### config.mk
export PLATFORM = sky130hd
export DESIGN_NAME = lut_reconfig_sequencer
export DESIGN_NICKNAME = d
export VERILOG_FILES = /design/src/rtl/lut_reconfig_sequencer.sv
export SDC_FILE = /design/constraint.sdc
export NUM_CORES = 1
export LEC_CHECK = 0
export BUFFER_PORTS_ARGS = -buffer_cell sky130_fd_sc_hd__buf_2
export CAP_MARGIN = 20
export CORE_UTILIZATION = 60
export CTS_BUF_LIST = sky130_fd_sc_hd__clkbuf_4
export CTS_CLUSTER_DIAMETER = 80
export DETAILED_ROUTE_END_ITERATION = 8
export GPL_TIMING_DRIVEN = 1
export PLACE_DENSITY = 0.85
export RECOVER_POWER = 100
export SLEW_MARGIN = 20
export SYNTH_ARGS = -nofsm -noshare
export SYNTH_HDL_FRONTEND = slang
export SYNTH_SLANG_ARGS = --single-unit
### constraint.sdc
create_clock -name Clk -period 7.3 [get_ports Clk]
set_clock_uncertainty 0.2 [all_clocks]
set_input_delay 1.46 -clock Clk [delete_from_list [all_inputs] [get_ports Clk]]
set_output_delay 1.46 -clock Clk [all_outputs]
set_load 0.02 [all_outputs]
### src/rtl/lut_reconfig_sequencer.sv
//-----------------------------------------------------------------------------
// lut_reconfig_sequencer
//
// Purpose:
//   Queues LUT reconfiguration jobs (target XYBel plus one 16-bit INIT half)
//   and runs the LUT-to-frame-address translator once per job. Each result is
//   handed to the downstream frame read-modify-write engine as a single
//   {frame address, word offset, half select, data} command. This block is the
//   only owner of the translator. Only one job is in flight at a time, and jobs
//   leave in strict FIFO order.
//
// Parameters:
//   FIFO_DEPTH   request queue entries (power of two, >= 2)
//   TIMEOUT_CYC  RUN cycles allowed without tr_done before the job is aborted
//
// Ports:
//   Clk, Reset                  clock, synchronous active-high reset
//   req_valid/req_ready         request handshake (ready = queue not full)
//   req_xybel, req_init         {X[31:17],Y[16:2],Bel[1:0]}, INIT half-word
//   tr_reset/tr_start/tr_xybel  translator control (start is a held level)
//   tr_done, tr_far,
//   tr_word_offset, tr_msb_lsb  translator results (done is sticky)
//   cmd_valid/cmd_ready         command handshake to the frame engine
//   cmd_far/cmd_word/
//   cmd_half/cmd_data           command payload, stable while cmd_valid
//   busy                        sequencer active or queue non-empty
//   err_timeout                 sticky abort flag, cleared only by Reset
//   stat_jobs, stat_timeouts    completed / aborted job counters
//
// Configuration:
//   LUT_RECONFIG_STATS_EN  when defined, the statistics counters are built.
//                          When not defined, stat_jobs and stat_timeouts are
//                          tied to zero.
//-----------------------------------------------------------------------------
`timescale 1ns/1ps

module lut_reconfig_sequencer #(
    parameter int FIFO_DEPTH  = 4,
    parameter int TIMEOUT_CYC = 16
) (
    input  logic        Clk,
    input  logic        Reset,
    input  logic        req_valid,
    output logic        req_ready,
    input  logic [31:0] req_xybel,
    input  logic [15:0] req_init,
    output logic        tr_reset,
    output logic        tr_start,
    output logic [31:0] tr_xybel,
    input  logic        tr_done,
    input  logic [31:0] tr_far,
    input  logic [7:0]  tr_word_offset,
    input  logic        tr_msb_lsb,
    output logic        cmd_valid,
    input  logic        cmd_ready,
    output logic [31:0] cmd_far,
    output logic [7:0]  cmd_word,
    output logic        cmd_half,
    output logic [15:0] cmd_data,
    output logic        busy,
    output logic        err_timeout,
    output logic [15:0] stat_jobs,
    output logic [7:0]  stat_timeouts
);

    localparam int PTR_W = $clog2(FIFO_DEPTH);
    localparam int CNT_W = PTR_W + 1;
    localparam int TMR_W = $clog2(TIMEOUT_CYC + 1);

    localparam logic [CNT_W-1:0] FULL_CNT = CNT_W'(FIFO_DEPTH);
    localparam logic [TMR_W-1:0] TMR_LAST = TMR_W'(TIMEOUT_CYC - 1);

    typedef enum logic [1:0] {
        IDLE  = 2'd0,
        CLR   = 2'd1,
        RUN   = 2'd2,
        ISSUE = 2'd3
    } state_t;

    state_t state;

    // Request queue storage. The payload is not reset; only pointers and the
    // count are reset.
    logic [31:0]      q_xybel [FIFO_DEPTH];
    logic [15:0]      q_init  [FIFO_DEPTH];
    logic [PTR_W-1:0] wr_ptr;
    logic [PTR_W-1:0] rd_ptr;
    logic [CNT_W-1:0] count;

    logic             push;
    logic             pop;
    logic [15:0]      job_init;
    logic [TMR_W-1:0] timer;
    logic             job_done;
    logic             job_abort;

    // Ready comes only from the registered count. A pop in the same cycle
    // does not make room for a push.
    assign req_ready = (count != FULL_CNT);
    assign push      = req_valid & req_ready;
    assign pop       = (state == IDLE) && (count != '0);

    // Handshake complete in ISSUE. cmd_valid is always high in that state.
    assign job_done  = (state == ISSUE) && cmd_ready;
    // Last allowed RUN cycle has passed without a done.
    assign job_abort = (state == RUN) && !tr_done && (timer == TMR_LAST);

    // Clear the translator while Reset is high and for the one CLR cycle
    // before every job. It is never cleared during RUN.
    assign tr_reset  = Reset | (state == CLR);
    assign busy      = (state != IDLE) || (count != '0);

    always_ff @(posedge Clk) begin
        if (push) begin
            q_xybel[wr_ptr] <= req_xybel;
            q_init[wr_ptr]  <= req_init;
        end
    end

    always_ff @(posedge Clk) begin
        if (Reset) begin
            wr_ptr <= '0;
            rd_ptr <= '0;
            count  <= '0;
        end else begin
            if (push) begin
                wr_ptr <= wr_ptr + 1'b1;
            end
            if (pop) begin
                rd_ptr <= rd_ptr + 1'b1;
            end
            case ({push, pop})
                2'b10:   count <= count + 1'b1;
                2'b01:   count <= count - 1'b1;
                default: count <= count;
            endcase
        end
    end

    // Job sequencer. tr_start and all cmd_* outputs are registered here.
    always_ff @(posedge Clk) begin
        if (Reset) begin
            state       <= IDLE;
            tr_start    <= 1'b0;
            tr_xybel    <= '0;
            cmd_valid   <= 1'b0;
            cmd_far     <= '0;
            cmd_word    <= '0;
            cmd_half    <= 1'b0;
            cmd_data    <= '0;
            err_timeout <= 1'b0;
            timer       <= '0;
        end else begin
            case (state)
                IDLE: begin
                    if (pop) begin
                        // Load the XYBel now so it is already valid while
                        // the translator is being cleared.
                        tr_xybel <= q_xybel[rd_ptr];
                        job_init <= q_init[rd_ptr];
                        state    <= CLR;
                    end
                end
                CLR: begin
                    tr_start <= 1'b1;
                    timer    <= '0;
                    state    <= RUN;
                end
                RUN: begin
                    if (tr_done) begin
                        cmd_far   <= tr_far;
                        cmd_word  <= tr_word_offset;
                        cmd_half  <= tr_msb_lsb;
                        cmd_data  <= job_init;
                        cmd_valid <= 1'b1;
                        state     <= ISSUE;
                    end else if (job_abort) begin
                        err_timeout <= 1'b1;
                        tr_start    <= 1'b0;
                        state       <= IDLE;
                    end else begin
                        timer <= timer + 1'b1;
                    end
                end
                ISSUE: begin
                    // tr_start stays high so the translator outputs stay
                    // frozen until the engine takes the command.
                    if (job_done) begin
                        cmd_valid <= 1'b0;
                        tr_start  <= 1'b0;
                        state     <= IDLE;
                    end
                end
                default: begin
                    state <= IDLE;
                end
            endcase
        end
    end

`ifdef LUT_RECONFIG_STATS_EN
    // Saturating increment for the abort counter, so repeated failures
    // never wrap back to a small value.
    function automatic logic [7:0] sat_inc8(input logic [7:0] v);
        return (v == 8'hFF) ? v : v + 8'd1;
    endfunction

    always_ff @(posedge Clk) begin
        if (Reset) begin
            stat_jobs     <= '0;
            stat_timeouts <= '0;
        end else begin
            if (job_done) begin
                stat_jobs <= stat_jobs + 16'd1;
            end
            if (job_abort) begin
                stat_timeouts <= sat_inc8(stat_timeouts);
            end
        end
    end
`else
    assign stat_jobs     = '0;
    assign stat_timeouts = '0;
`endif

endmodule

### Word-level counts from Yosys, hierarchy flattened

Memories as Yosys holds them, arrays and structs flattened. A register that Yosys moved wholly into a read port is not among the register bits.
Cells that the tools add are included.

* bits in registers: 74
* latch bits: 0
* memory bits (writable): 192
* bits in read-only memories: 0
* output and inout port bits: 119
* memories kept: 2

Memory list
* q_xybel: words 4, width 32, read ports 1, clocked after memory_dff 1, write ports 1, RTL line 84 `logic [31:0] q_xybel [FIFO_DEPTH];`
* q_init: words 4, width 16, read ports 1, clocked after memory_dff 1, write ports 1, RTL line 85 `logic [15:0] q_init [FIFO_DEPTH];`

* add/sub/neg operators: 5
* multipliers: 0
* div/mod/pow operators: 0
* order comparisons: 0
* equal/unequal tests: 14
* shifts and indexed selects: 0
* multiplexer cells: 17
* bitwise operators: 4
* reduce and logical (&&, ||, !) cells: 21

Operators with widths (count)
* AND reduction 3 bit: 5
* inequality test 2 bit (second input constant): 6
* two-way mux 5 bit: 2
* case mux 5 bit (2 select lines): 1
* two-way mux 2 bit: 4
* case mux 2 bit (4 select lines): 1
* nonzero test 2 bit: 4
* equality test 2 bit (second input constant): 3
* two-way mux 1 bit: 6
* inequality test 3 bit (second input constant): 2
* case mux 3 bit (2 select lines): 1
* nonzero test 3 bit: 2
* adder 5 x 1 -> 5 bit (second input constant): 1
* equality test 5 x 4 -> 1 bit (second input constant): 1
* adder 2 x 1 -> 2 bit (second input constant): 2
* equality test 2 x 1 -> 1 bit (second input constant): 2
* logical AND 1 bit: 4
* AND reduction 2 bit: 2
* AND reduction 4 bit: 1
* adder 3 x 1 -> 3 bit (second input constant): 1
* case mux 1 bit (3 select lines): 1
* subtractor 3 x 1 -> 3 bit (second input constant): 1
* zero test 2 bit: 1
* NOT 1 bit: 2
* other kinds (5): 5

### Logic depth before layout (Yosys ltp)

Gate-level depths: netlist of the first run.

* depth after elaboration: 6
* mapped depth: 9
* depth with buffers taken out: 9

### Worst setup path before layout of the first run

No wires, ideal clock.

* path type: input to output
* start: in Reset
* end: out tr_reset
* arrival time: 1975 ps
* required time: 5640 ps
* path slack: 3665 ps
* cell stages on the path: 2
* cells stage by stage: clkbuf_1 nand2b_1

* longest elaborated chain between the ends: 1

RTL lines
* start, declared: RTL line 42 `input logic Reset,`
* bitwise OR 1 bit: RTL line 110 `assign tr_reset = Reset | (state == CLR);`
* end, declared: RTL line 47 `output logic tr_reset,`

No other way between the ends.

### Worst setup path after layout of the first run

* start: in Reset
* end: reg job_init[1] (read register of q_init), enable pin

* longest elaborated chain between the ends: 2

RTL lines
* NOT 1 bit (no line)
* AND reduction 3 bit (no line)
* end, declared: RTL line 92 `logic [15:0] job_init;`

No other way between the ends.
A chain may end at the register's enable or synchronous reset.

==> reports/metrics.yaml, run 1 <==
status: "finished with violations"
violations: "max-capacitance violations, max-slew violations"
antenna_found_initial: 0
drc: 0
initial_core_util_pct: 61.1
via_count: 6675
slew_headroom_pct: -111
cp_top_family: "buffers and inverters"
setup_viol: 0
final_nets: 1057
dieHeight_um: 140
htree_levels: 3
rows: 50
path_class: "in2reg"
grt_use_total_pct: 22.4
final_cell_mix: "edfxtp_1 (208), clkbuf_1 (152), nand2_1 (121)"
maxCapViolCount: 7
slowest_stage: "clkbuf_1"
ys_seq_area_share_pct: 73.4
swShare_pct: 29.0
p_int_uw: 3440
totalPowerFinal_uw: 4840
p_switching_uw: 1400
wirelength_um: 21500
area_growth_pct: 16.2
drt-initial-drc-count: 313
slowest_delay_ns: 2.11
fill_cells: 1297
post_drt_wl_per_cell_um: 17.3
clkLatencyLatePin_ns: 0.66
worstPathMaxFanout: 75
power_frac_comb_pct: 20.3
dieArea_um2: 19600
diodes: 0
cts_num_sinks: 314
cts_resized: 0
yosysUniqueCellTypes: 34
synth.avg_cell_area_um2: 15.9
start_kind: "input port"
cp_num_buf_inv: 3
cts_buffers: 76
clk_pin_slew_ns: 0.06
netlist_instances: 718
viasPerCell: 5.36
ys_async_sr_fraction_pct: 0
yosysWarnings: 0
cp_cell_sequence: "buf_2 -> buf_4 -> nor4_1 -> clkbuf_1"
rsz0062_at_grt: "no"
worst_slack_ns: 2.95
coreArea_um2: 18600
port_buffers: 188
first_global_vias: 6708
dp_slack_ns: 3.07
place.gp.congestion: 0.750
io_pins: 213
hp-class: "reg2reg"
fp.dieW_um: 140
cts_buffer_depth: 3
drive_gt1_share_pct: 22.2
hold_violations: 0
clock-root-buffer: "clkbuf_4"
clkPwrFrac_pct: 30.3
cp.arrival_ns: 4.34
fin_crit_ns: 4.35
cts_setup_buffers: 0
grt_max_degree: 76
p_per_area_nw_per_um2: 365
synth-edff-count: 208
cts_tree: "done"
ys.flop_type: "edfxtp_1"
grt-ovfl-total: 0
crit_path_end_kind: "register"
drv_slew: 326
worst_pin_slew_ns: 3.16
irDropWorstVdd_v: 0.000287
seq_power_share_pct: 49.4
final_common_cell: "edfxtp_1"
synth-seq-cells: 314
max_freq_mhz: 230
syn_area_um2: 11400
hpwl_um: 12100
final.setup.tns_ns: 0
cp_data_required_time_ns: 7.28
firstDrtPassIters: 4
final_antenna_net_count: 0
final.period_utilization_pct: 59.6
grt_pass1_wl_um: 33500
cts_hold_buf: 0
power.leakage_uw: 0.00455
==> cell usage after synthesis (2+ instances only) <==
| master | n | share of area, % |
|---|---|---|
| edfxtp_1 | 208 | 55 |
| nor3_2 | 2 | 0.18 |
| dfxtp_1 | 106 | 19 |
| ha_1 | 7 | 0.77 |
| a21oi_1 | 68 | 3.0 |
| nand2_1 | 121 | 4.0 |
| buf_4 | 33 | 2.2 |
| mux4_2 | 48 | 9.5 |
| nand3_1 | 3 | 0.13 |
| a22o_1 | 32 | 2.5 |
| or3_1 | 2 | 0.11 |
| nand2b_1 | 3 | 0.16 |
| and3_1 | 5 | 0.27 |
| nor2_1 | 18 | 0.59 |
| xnor2_1 | 2 | 0.15 |
| a31oi_1 | 2 | 0.11 |
| xor2_1 | 5 | 0.38 |
| buf_2 | 15 | 0.66 |
| clkbuf_1 | 15 | 0.49 |
| o21ai_0 | 2 | 0.088 |
| inv_1 | 8 | 0.26 |
==> area by class of cell <==
| type | instances | area [um^2] | share of cell area [%] |
|---|---|---|---|
| clock inverter | 22 | 164 | 1.24 |
| tap | 234 | 293 | 2.21 |
| inverter | 8 | 30.0 | 0.227 |
| sequential | 314 | 8370 | 63.2 |
| timing repair buffer | 199 | 828 | 6.25 |
| clock buffer | 113 | 848 | 6.40 |
| multi-input combinational | 356 | 2710 | 20.5 |
==> registers in the layout (all words and copies together) (netlist names), 3 cells and up <==
name      count
tr_xybel     32
cmd_word      8
count         3
cmd_data     16
q_init       64
timer         5
cmd_far      32
job_init     16
q_xybel     128
==> metrics by stage <==
step	hold WS (ns)	cell area [um^2]	utilization, %	instances
floorplan	0.264	11500	-	741
global placement	0.239	12400	66.7	1109
detailed placement	0.244	12400	66.7	1109
CTS	0.253	13400	72.1	1244
global route	0.269	13200	71.0	1246
finish	0.255	13200	71.0	1246
==> routing by layer <==
metal  wire [um]  part of all wire, %  track usage, %  vias to the layer above
met5           0                    0               0                        -
met4         353                  1.6            9.89                        0
li1            -                    -               -                     3158
met3        1630                  7.6            6.33                       32
met1        8770                   41            27.7                     3219
met2       10800                   50            36.9                      266
==> cells by family (layout without fill, tap and decap cells) <==
| family | after synthesis | in the layout | share of synthesized area, % |
|---|---|---|---|
| AOI/OAI and AO/OA | 106 | 106 | 5.77 |
| muxes | 48 | 48 | 9.48 |
| buffers and inverters | 71 | 342 | 3.59 |
| and+or+nand+nor | 163 | 163 | 6.22 |
| DFF | 314 | 314 | 73.4 |
| other | 1 | 24 | 0.0329 |
| xor gates and xnor gates | 7 | 7 | 0.538 |
| adders and majority gates | 8 | 8 | 0.944 |
==> power groups by stage <==
| stage | sequential (uW) | clock (uW) | combinational [uW] |
|---|---|---|---|
| finish | 2390 | 1460 | 984 |
| global route | 2430 | 1600 | 1070 |
| CTS | 2410 | 1510 | 995 |
| detailed placement | 2440 | 0 | 993 |
| global placement | 2430 | 0 | 965 |
| floorplan | 2500 | 0 | 605 |
==> worst paths after layout <==
check	from	to	slack [ns]	cells past startpoint
setup reg to reg	count[0]$_SDFFE_PP0P_	q_xybel[3][31]$_DFFE_PP_	3.54	3
hold / removal	cmd_far[22]$_SDFFE_PP0P_	cmd_far[22]$_SDFFE_PP0P_	0.25	2
hold reg to reg	cmd_far[22]$_SDFFE_PP0P_	cmd_far[22]$_SDFFE_PP0P_	0.25	2
setup / recovery	Reset	job_init[1]$_DFFE_PP_	2.95	4
==> tightest hold or removal path, stage by stage (launching register included) <==
cell and delay, ns:
dfxtp_1 0.31, nand2_1 0.05, a21oi_1 0.05
Power figures use the tool's default switching activity.
==> inputs of run 2 (changes only) <==
--- a/config.mk
+++ b/config.mk
@@ -5,14 +5,15 @@
 export SDC_FILE = /design/constraint.sdc
 export NUM_CORES = 1
 export LEC_CHECK = 0
+export ABC_AREA = 1
 export BUFFER_PORTS_ARGS = -buffer_cell sky130_fd_sc_hd__buf_2
 export CAP_MARGIN = 20
-export CORE_UTILIZATION = 60
+export CORE_UTILIZATION = 58
 export CTS_BUF_LIST = sky130_fd_sc_hd__clkbuf_4
 export CTS_CLUSTER_DIAMETER = 80
 export DETAILED_ROUTE_END_ITERATION = 8
 export GPL_TIMING_DRIVEN = 1
-export PLACE_DENSITY = 0.85
+export PLACE_DENSITY = 0.82
 export RECOVER_POWER = 100
 export SLEW_MARGIN = 20
 export SYNTH_ARGS = -nofsm -noshare
==> constraint.sdc (replaced) <==
create_clock -name Clk -period 4.1 [get_ports Clk]
set_clock_uncertainty 0.2 [all_clocks]
set_input_delay 0.82 -clock Clk [delete_from_list [all_inputs] [get_ports Clk]]
set_output_delay 0.82 -clock Clk [all_outputs]
set_load 0.02 [all_outputs]
==> run 2 against run 1 <==
Compared with the run above: the flow still finishes with violations (max-capacitance violations, max-slew violations); design area increased by 3.7%; utilization is 3.0 points lower; synthesized cell count up 51%; die area is 8.1% higher; worst setup slack worse by 2.1 ns; via count increased by 29%; clock-buffer cell count grew 16; global-route usage up 1.9 points; register-to-register slack got worse by 2.6 ns; hold slack got worse by 0.020 ns; critical path depth up 1; critical path type unchanged; critical endpoint is now cmd_far[21]$_SDFFE_PP0P_; largest power group unchanged.
==> reports/metrics.yaml, run 2 <==
status: "finished with violations"  # unchanged
violations: "max-capacitance violations, max-slew violations"  # unchanged
cts_setup_buffers: 0  # unchanged
clock-root-buffer: "clkbuf_4"  # unchanged
final_common_cell: "nor2_1"  # was edfxtp_1
clkPwrFrac_pct: 28.1  # was 30.3%
grt-ovfl-total: 0  # unchanged
synth-seq-cells: 314  # unchanged
synth.avg_cell_area_um2: 11.0  # was 15.9 um^2
regMostFlops: "q_xybel"  # unchanged
p_per_area_nw_per_um2: 681  # was 365 nW/um^2
fp.dieW_um: 145  # was 140 um
synth_area_leader_cell: "edfxtp_1"  # unchanged
netlist_instances: 1083  # was 718
p_switching_uw: 3270  # was 1400 uW
drive_gt1_share_pct: 14.5  # was 22.2%
syn_area_um2: 11900  # was 11,400 um^2
coreArea_um2: 20200  # was 18,600 um^2
irDropWorstVdd_v: 0.000433  # was 0.000287 V
dieArea_um2: 21100  # was 19,600 um^2
cp-startpoint: "tr_done"  # was Reset
ys_seq_area_share_pct: 70.2  # was 73.4%
antenna_found_initial: 1  # was 0
ys_top_cells_by_count: "nor2_1 (238), edfxtp_1 (208), o21ai_0 (120)"  # was edfxtp_1 (208), nand2_1 (121), dfxtp_1 (106)
first_global_vias: 8346  # was 6,708
clkLatencyLatePin_ns: 0.64  # was 0.66 ns
port_buffers: 188  # unchanged
fin_crit_ns: 3.22
synth.top_cells.by_area: "edfxtp_1 (52%), dfxtp_1 (18%), nor2_1 (7.5%)"  # was edfxtp_1 (55%), dfxtp_1 (19%), mux4_2 (9.5%)
cts_resized: 0  # unchanged
path_class: "in2reg"  # unchanged
ys_async_sr_fraction_pct: 0  # unchanged
io_pins: 213  # unchanged
synthMuxAreaShare_pct: 0  # was 9.48%
final.setup.tns_ns: 0  # unchanged
area_growth_pct: 15.2  # was 16.2%
seq_power_share_pct: 43.9  # was 49.4%
yosysUniqueCellTypes: 30  # was 34
drc: 0  # unchanged
largest_reg_flops: 128  # unchanged
reg2reg_from: "state[0]$_SDFFE_PP0P_"  # was count[0]$_SDFFE_PP0P_
synth-edff-count: 208  # unchanged
viasPerCell: 5.29  # was 5.36
grt_pass1_wl_um: 40700  # was 33,500 um
cts_buffers: 78  # was 76
setup_viol: 0  # unchanged
r2r_end: "count[2]$_SDFFE_PP0P_"  # was q_xybel[3][31]$_DFFE_PP_
cp.arrival_ns: 3.50  # was 4.34 ns
synth_top_area_share_pct: 52.4  # was 54.8%
hpwl_um: 14800  # was 12,100 um
power_frac_comb_pct: 28.0  # was 20.3%
yosysWarnings: 0  # unchanged
post_drt_wl_per_cell_um: 15.7  # was 17.3 um
cts_num_sinks: 314  # unchanged
synthSimpleGateAreaFrac_pct: 13.9  # was 6.22%
ff2ff_path_depth: 10  # was 3
final_antenna_net_count: 0  # unchanged
drv_slew: 98  # was 326
synth_compound_area_share_pct: 9.84  # was 5.77%
place.gp.congestion: 0.780  # was 0.750
dieHeight_um: 145  # was 140 um
hp-class: "in2reg"  # was reg2reg
final_cell_mix: "nor2_1 (236), edfxtp_1 (208), clkbuf_1 (146)"  # was edfxtp_1 (208), clkbuf_1 (152), nand2_1 (121)
synthAdderAreaFrac_pct: 0.903  # was 0.944%
via_count: 8620  # was 6,675
power.leakage_uw: 0.00499  # was 0.00455 uW
synth_xor_area_share_pct: 0  # was 0.538%
wirelength_um: 25600  # was 21,500 um
final_util_pct: 68.1  # was 71.0%
slew_headroom_pct: -28.5  # was -111%
setup.worst_path.end: "cmd_far[21]$_SDFFE_PP0P_"  # was job_init[1]$_DFFE_PP_
drt-initial-drc-count: 537  # was 313
worst_pin_slew_ns: 1.93  # was 3.16 ns
start_kind: "input port"  # unchanged
clk_pin_slew_ns: 0.06  # about the same
reg2reg_setup_slack_ns: 0.93  # was 3.54 ns
synth_top_family_by_area: "simple AND/OR/NAND/NOR gates"  # was multiplexers
synth.most_common_cell: "nor2_1"  # was edfxtp_1
max_freq_mhz: 310
cts_buffer_depth: 3  # unchanged
crit_path_end_kind: "register"  # unchanged
final_nets: 1398  # was 1,057
firstDrtPassIters: 5  # was 4
initial_core_util_pct: 59.1  # was 61.1%
grt_use_total_pct: 24.3  # was 22.4%
cp_data_required_time_ns: 4.38  # was 7.28 ns
maxCapViolCount: 1  # was 7
grt_max_degree: 98  # was 76
cts_hold_buf: 0  # unchanged
swShare_pct: 35.0  # was 29.0%
worstPathMaxFanout: 34  # was 75
p_int_uw: 6080  # was 3440 uW
rsz0062_at_grt: "no"  # unchanged
hold_violations: 0  # unchanged
final.period_utilization_pct: 78.6
rows: 52  # was 50
htree_levels: 3  # unchanged
biggestRegsByFlops: "q_xybel (128), q_init (64)"  # unchanged
cts_tree: "done"  # unchanged
ys.flop_type: "edfxtp_1"  # unchanged
## run 2: cell types whose count changed after synthesis, sizes merged, moves of 18 or more
cell   previous run  this run
nand2           121       103
nand3             3        66
inv               8        27
nor2             19       240
a22o             32         0
o21ai             2       139
mux4             48         0
## run 2: power by group through the flow
stage / clock network (uW) / registers, uW / logic, uW
2_1_floorplan: 0 / 4400 / 1690
3_3_place_gp: 0 / 4140 / 2640
3_5_place_dp: 0 / 4160 / 2710
4_1_cts: 2700 / 4100 / 2720
5_1_grt: 2880 / 4150 / 2920
6_report: 2630 / 4110 / 2620
## run 2: worst max-delay path, cell delays in order
cell and delay, ns:
clkbuf_1 0.93, nand2_1 0.86, clkbuf_2 0.62, nand2_1 0.17, a21oi_1 0.07
## run 2: layer usage
| layer | track usage [%] | share of wire (%) |
|---|---|---|
| met5 | 0 | 0 |
| met4 | 12.4 | 2.2 |
| met3 | 4.89 | 6.9 |
| met2 | 40.1 | 50 |
| met1 | 30.7 | 41 |
## run 2: worst min path at each step
stage                     depth (start not counted)                  endpoint  slack [ns]                    start
final                                             1   q_xybel[3][9]$_DFFE_PP_        0.23             req_xybel[9]
after global routing                              3  cmd_far[16]$_SDFFE_PP0P_        0.19               tr_far[16]
after CTS                                         1   q_xybel[2][9]$_DFFE_PP_        0.13             req_xybel[9]
after detailed placement                          2   cmd_far[5]$_SDFFE_PP0P_        0.25  cmd_far[5]$_SDFFE_PP0P_
after global placement                            2   cmd_far[8]$_SDFFE_PP0P_        0.24  cmd_far[8]$_SDFFE_PP0P_
after floorplan                                   2     timer[2]$_SDFFE_PP0P_        0.26    timer[2]$_SDFFE_PP0P_
## run 2: final cells by class
| type | count | area (um^2) |
|---|---|---|
| repair buffers | 202 | 841 |
| well taps | 270 | 338 |
| clock inverters | 13 | 75.1 |
| fillers | 1600 | 6430 |
| diodes | 1 | 2.50 |
| flip-flops and latches | 314 | 8370 |
| inverters | 27 | 101 |
| clock buffers | 129 | 968 |
| multi-input cells | 673 | 3040 |
## run 2: metrics by stage
step	total power, uW	hold WS (ns)	setup slack, ns	instances	area (um^2)
after global routing	9950	0.192	0.604	1629	13700
final	9360	0.234	0.876	1629	13700
after floorplan	6090	0.259	0.428	1106	12000
after global placement	6780	0.244	1.38	1485	12900
after detailed placement	6870	0.249	1.32	1485	12900
after CTS	9520	0.126	1.27	1627	14000
## run 2: logic make-up after synthesis
| logic type | count (synthesis) |
|---|---|
| adders and majority gates | 8 |
| buffers and inverters | 119 |
| AOI/OAI and AO/OA | 229 |
| other | 1 |
| DFF | 314 |
| and+or+nand+nor | 412 |
